## config.mk

```make
export PLATFORM = sky130hd
export DESIGN_NAME = glove_region_detector
export DESIGN_NICKNAME = d
export VERILOG_FILES = /design/src/rtl/glove_region_detector.sv
export SDC_FILE = /design/constraint.sdc
export NUM_CORES = 1
export LEC_CHECK = 0
export ABC_CLOCK_PERIOD_IN_PS = 2500
export CAP_MARGIN = 40
export CORE_UTILIZATION = 45
export CTS_CLUSTER_DIAMETER = 120
export DETAILED_ROUTE_END_ITERATION = 8
export SLEW_MARGIN = 20
export SYNTH_ARGS = -nofsm -noshare
export SYNTH_HDL_FRONTEND = slang
export SYNTH_HIERARCHICAL = 1
export SYNTH_SLANG_ARGS = --single-unit
```

## constraint.sdc

```tcl
create_clock -name clk -period 2.5 [get_ports clk]
set_clock_uncertainty 0.05 [all_clocks]
set_input_delay 0.5 -clock clk [delete_from_list [all_inputs] [get_ports clk]]
set_output_delay 0.5 -clock clk [all_outputs]
set_load 0.02 [all_outputs]
```

## src/rtl/glove_region_detector.sv

```systemverilog
// Glove region detector: counts bright ("glove") pixels in four vertical
// screen strips per frame, thresholds each strip count at end of frame and
// debounces the per-strip decision across frames into the region flags.

// One strip: hit accumulator, end-of-frame snapshot, hit/miss streaks, flag.
module glove_strip #(
  parameter int              CNT_W         = 17,
  parameter logic [CNT_W-1:0] COUNT_THRESH = 17'd2000,
  parameter int              STABLE_FRAMES = 3
) (
  input  logic clk,
  input  logic rst_n,
  input  logic hit_px,   // qualified glove pixel in this strip this cycle
  input  logic snap_en,  // frame closes this cycle (pixel this cycle included)
  input  logic eval_en,  // compare snapshot, advance streaks
  input  logic upd_en,   // commit flag from streaks
  output logic flag
);
  localparam logic [CNT_W-1:0] CNT_MAX = '1;
  localparam logic [2:0]       SF      = 3'(STABLE_FRAMES);

  logic [CNT_W-1:0] cnt, snap, cnt_nxt;
  logic [2:0]       hit_streak, miss_streak;

  // Saturating increment; this value is what the snapshot captures so the
  // frame_end-cycle pixel lands in the closing frame.
  assign cnt_nxt = (hit_px && cnt != CNT_MAX) ? cnt + 1'b1 : cnt;

  // Accumulate hits; on frame close, snapshot the count and restart at zero.
  always_ff @(posedge clk or negedge rst_n) begin
    if (!rst_n) begin
      cnt  <= '0;
      snap <= '0;
    end else if (snap_en) begin
      snap <= cnt_nxt;
      cnt  <= '0;
    end else begin
      cnt  <= cnt_nxt;
    end
  end

  // Debounce: streaks saturate at SF, flag only moves on a full streak.
  always_ff @(posedge clk or negedge rst_n) begin
    if (!rst_n) begin
      hit_streak  <= '0;
      miss_streak <= '0;
      flag        <= 1'b0;
    end else begin
      if (eval_en) begin
        if (snap >= COUNT_THRESH) begin
          hit_streak  <= (hit_streak == SF) ? SF : hit_streak + 3'd1;
          miss_streak <= '0;
        end else begin
          miss_streak <= (miss_streak == SF) ? SF : miss_streak + 3'd1;
          hit_streak  <= '0;
        end
      end
      if (upd_en) begin
        if (hit_streak == SF)       flag <= 1'b1;
        else if (miss_streak == SF) flag <= 1'b0;
      end
    end
  end
endmodule

module glove_region_detector #(
  parameter int               H_RES         = 640,
  parameter int               V_RES         = 480,
  parameter logic [7:0]       LUMA_THRESH   = 8'd200,
  parameter int               CNT_W         = 17,
  parameter logic [CNT_W-1:0] COUNT_THRESH  = 17'd2000,
  parameter int               STABLE_FRAMES = 3
) (
  input  logic       clk,
  input  logic       rst_n,
  input  logic       pixel_valid,
  input  logic [7:0] Y_in,
  input  logic [9:0] x_pos,
  input  logic [9:0] y_pos,
  input  logic       frame_end,
  output logic       red_flag,
  output logic       green_flag,
  output logic       blue_flag,
  output logic       yellow_flag,
  output logic       flags_update
);
  localparam int NUM_LANES = 4;
  localparam int STRIP_W   = H_RES / NUM_LANES;

  typedef enum logic [1:0] {ACCUM, EVAL, UPDATE} state_t;
  state_t state_q, state_d;

  logic                 pix_ok, snap_en, eval_en, upd_en;
  logic [NUM_LANES-1:0] strip_hit, flag;

  // Row in range and luma at/above threshold; column decides the strip.
  assign pix_ok = pixel_valid && ({1'b0, y_pos} < 11'(V_RES)) && (Y_in >= LUMA_THRESH);

  // State register.
  always_ff @(posedge clk or negedge rst_n) begin
    if (!rst_n) state_q <= ACCUM;
    else        state_q <= state_d;
  end

  // Next state and stage strobes; frame_end outside ACCUM is ignored so a
  // too-short frame merges into the following one.
  always_comb begin
    state_d = state_q;
    snap_en = 1'b0;
    eval_en = 1'b0;
    upd_en  = 1'b0;
    case (state_q)
      ACCUM: begin
        if (frame_end) begin
          snap_en = 1'b1;
          state_d = EVAL;
        end
      end
      EVAL: begin
        eval_en = 1'b1;
        state_d = UPDATE;
      end
      UPDATE: begin
        upd_en  = 1'b1;
        state_d = ACCUM;
      end
      default: state_d = ACCUM;
    endcase
  end

  // Strip decode and per-strip datapath; the last strip's upper bound is
  // H_RES, so columns at or past H_RES match no strip.
  for (genvar i = 0; i < NUM_LANES; i++) begin : g_strip
    localparam logic [10:0] LO = 11'(i * STRIP_W);
    localparam logic [10:0] HI = 11'((i + 1) * STRIP_W);

    assign strip_hit[i] = pix_ok && ({1'b0, x_pos} >= LO) && ({1'b0, x_pos} < HI);

    glove_strip #(
      .CNT_W         (CNT_W),
      .COUNT_THRESH  (COUNT_THRESH),
      .STABLE_FRAMES (STABLE_FRAMES)
    ) u_strip (
      .clk     (clk),
      .rst_n   (rst_n),
      .hit_px  (strip_hit[i]),
      .snap_en (snap_en),
      .eval_en (eval_en),
      .upd_en  (upd_en),
      .flag    (flag[i])
    );
  end

  // Update strobe is registered alongside the flags so both move on one edge.
  always_ff @(posedge clk or negedge rst_n) begin
    if (!rst_n) flags_update <= 1'b0;
    else        flags_update <= upd_en;
  end

  assign red_flag    = flag[0];
  assign green_flag  = flag[1];
  assign blue_flag   = flag[2];
  assign yellow_flag = flag[3];
endmodule
```

==> impl_metrics.tcl <==
set metrics [dict create \
    path_delay_family "simple AND/OR/NAND/NOR gates" \
    critical_path.slowest_cell "dfrtp_1" \
    design_area_mm2 0.00860 \
    peakVddDrop_v 0.000572 \
    status "finished clean" \
    grt_start_max_net_pins 74 \
    cts.sinks 151 \
    hold_viol_final 0 \
    initial_core_util_pct 46.1 \
    slew_headroom_pct 66.9 \
    postSynth.asyncResetShare_pct 100 \
    fmax_mhz 433 \
    drt.antenna.violating_nets 0 \
    ys_ff_latch 151 \
    final_max_slew_viol_count 0 \
    place_area_mm2 0.00797 \
    synthTopCellsByArea "dfrtp_1 52%, nor2_1 7.7%, xnor2_1 5.7%, nor4_2 4.4%, a21oi_1 3.6%" \
    use_met1_pct 23.5 \
    drt_first_pass_iters 4 \
    yosysMostFrequentCell "dfrtp_1" \
    avgRoutedWirePerCell_um 14.3 \
    stdcell_count 985 \
    path_buf_inv 1 \
    vias_per_cell 5.23 \
    area_growth_pct 17.4 \
    clk-insertion-delay-late_ns 0.42 \
    cts_tree "yes" \
    cts_buffer_depth 2 \
    use_met2_pct 31.7 \
    synth_common_cells "151 x dfrtp_1, 150 x nor2_1, 52 x a21oi_1, 48 x xnor2_1, 32 x nand2_1" \
    postCtsSetupBuffers 0 \
    clkTransAtPathRegs_ns 0.06 \
    power_density_mw_per_mm2 758 \
    syn_avg_cell_area_um2 10.2 \
    placementRows 46 \
    ioPinCount 37 \
    crit_chain "nand4_1 -> nor3_1 -> nand2_1 -> nor3_1 -> ha_1 -> nand2b_2 -> buf_4 -> mux2i_1 -> a21oi_1" \
    drc_errors 0 \
    place.gp.congestion 0.791 \
    finalCritPeriodShare_pct 92.5 \
    synth-main-ff-cell "dfrtp_1" \
    yosys.area.top_type "dfrtp_1" \
    vias 5152 \
    numCtsBuffers 17 \
    grt_pass1_vias 5291 \
    crit_required_ns 2.74 \
    dp_cells 953 \
    synth_edf_count 0 \
    cp-start-kind "register" \
    use_met3_pct 3.34 \
    worst_pin_slew_ns 0.497 \
    cp.arrival_ns 2.55 \
    dieHeight_um 130 \
    nNetsFinal 805 \
    grt_overflow 0 \
    rsz0062_at_grt "no" \
    cpPeakStageDelay_ns 0.43 \
    synth_top_area_share_pct 51.6 \
    finalSetupTns_ns 0 \
    crit_path_frequent_cell "nor3_1" \
    io_buffers 23 \
    cts_max_level 4 \
    grt_pass1_wl_mm 24.5 \
    grt.busiest_layer "met2" \
    drt_iter0_drc 212 \
    synth_area_mm2 0.00732 \
    n_antenna_cell 0 \
    cap_violations 0 \
    syn-num-nets 763 \
    yosys_warnings 6 \
    synth.distinct_cells 39 \
    die_area_mm2 0.0168 \
    final_layout_size_suffix_gt1_share_pct 15.1 \
    ys_seq_area_share_pct 51.6 \
    period_needed_ns 2.31 \
    synthCells 715 \
    fp.dieW_um 130 \
    antenna_found_initial 0 \
    holdCritPathClass "reg -> reg" \
    grt_use_total_pct 18.7 \
    critPathMaxFanout 6 \
    crit_type "reg -> reg" \
    cts_root_buf "clkbuf_16" \
    leakage_uw 0.00382 \
    crit_path_end_kind "register" \
    dp_hpwl_mm 9.85 \
    wl_mm 14.0 \
    core-area_mm2 0.0159 \
    setup_violations 0 \
]
placed cells by master, fill, tap and decap left out, types with 5 or more instances in the layout:
cell type | synthesis | routed
o31ai_1 | 8 | 8
clkdlybuf4s50_1 | 0 | 22
mux2i_1 | 9 | 9
ha_1 | 16 | 16
nor3_1 | 29 | 29
dfrtp_1 | 151 | 151
xnor2_1 | 48 | 48
buf_4 | 0 | 23
inv_1 | 21 | 21
xor2_1 | 8 | 8
nor4_2 | 26 | 26
nor2_1 | 150 | 150
o21a_1 | 5 | 5
a31oi_1 | 5 | 5
a21oi_1 | 52 | 52
clkbuf_16 | 0 | 17
nor2b_1 | 19 | 19
a21o_1 | 8 | 8
nand4_1 | 20 | 20
nand2_1 | 32 | 32
clkinv_2 | 0 | 5
o21ai_0 | 5 | 5
nand3_1 | 8 | 8
nor4_1 | 12 | 12
flip-flops by register name, summed over array words and instances, names as in the netlist:
name / flops
state_q: 2
g_strip.u_strip/snap: 52
flags_update: 1
g_strip.u_strip/flag: 4
g_strip.u_strip/miss_streak: 12
g_strip.u_strip/hit_streak: 12
g_strip.u_strip/cnt: 68
kinds of logic (layout without fill, tap and decap cells):
family,after synthesis,after routing,share of synthesized area [%]
AOI/OAI and AO/OA,100,100,8.62
xor gates and xnor gates,56,56,6.70
adders and majority gates,16,16,2.74
buffers and inverters,53,107,2.79
DFF,151,151,51.6
muxes,9,9,1.23
and+or+nand+nor,330,330,26.3
repair_timing:
action | CTS | global route
hold buffers | 1 | 0
setup endpoints to repair | 0 | 12
endpoints found under the hold margin | 43 | 0
resized for setup | 0 | 4
cell type report:
type,count,area [µm²]
repair buffers,51,494
inverters,25,93.8
fillers,1463,7290
clock inverters,9,123
flip-flops and latches,151,3780
well taps,216,270
multi-input cells,511,3350
clock buffers,22,484
per-stage QoR:
stage / util [%] / hold WS (ns) / power [µW] / worst slack (ns)
floorplan: - / 0.154 / 3590 / 0.314
global placement: 50.2 / 0.413 / 3890 / -0.205
detailed placement: 50.2 / 0.429 / 3960 / -0.212
CTS: 54.0 / 0.443 / 6600 / 0.0707
global route: 54.1 / 0.460 / 6860 / 0.00179
finish: 54.1 / 0.434 / 6510 / 0.188
report_power, final:
part | total [µW] | switching (µW) | leakage [µW] | internal, µW
Sequential | 2970 | 197 | 0.00198 | 2770
Combinational | 938 | 522 | 0.00154 | 416
Clock | 2610 | 946 | 0.000302 | 1660
Total | 6510 | 1670 | 0.00382 | 4850
tightest hold or removal path, cell delays in order (launching register included):
cell	delay, ns
dfrtp_1	0.35
nand2_1	0.05
o31ai_1	0.05
worst paths after layout:
path / start / end / slack [ns] / depth (start not counted)
max reg2reg: g_strip[1].u_strip/cnt[11]$_DFF_PN0_ / g_strip[1].u_strip/snap[16]$_DFFE_PN0P_ / 0.19 / 9
max: g_strip[1].u_strip/cnt[11]$_DFF_PN0_ / g_strip[1].u_strip/snap[16]$_DFFE_PN0P_ / 0.19 / 9
min reg2reg: g_strip[3].u_strip/hit_streak[1]$_DFFE_PN0P_ / g_strip[3].u_strip/hit_streak[1]$_DFFE_PN0P_ / 0.43 / 2
max in group asynchronous: rst_n / g_strip[1].u_strip/snap[10]$_DFFE_PN0P_ / 1.18 / 3
min in group asynchronous: rst_n / g_strip[2].u_strip/snap[4]$_DFFE_PN0P_ / 0.55 / 2
min: g_strip[3].u_strip/hit_streak[1]$_DFFE_PN0P_ / g_strip[3].u_strip/hit_streak[1]$_DFFE_PN0P_ / 0.43 / 2
per-layer routing:
layer	part of all wire, %	vias up
li1	-	2555
met1	47	2534
met2	49	45
met3	2.0	18
met4	1.7	0
met5	0	-
Power figures use the tool's default switching activity.
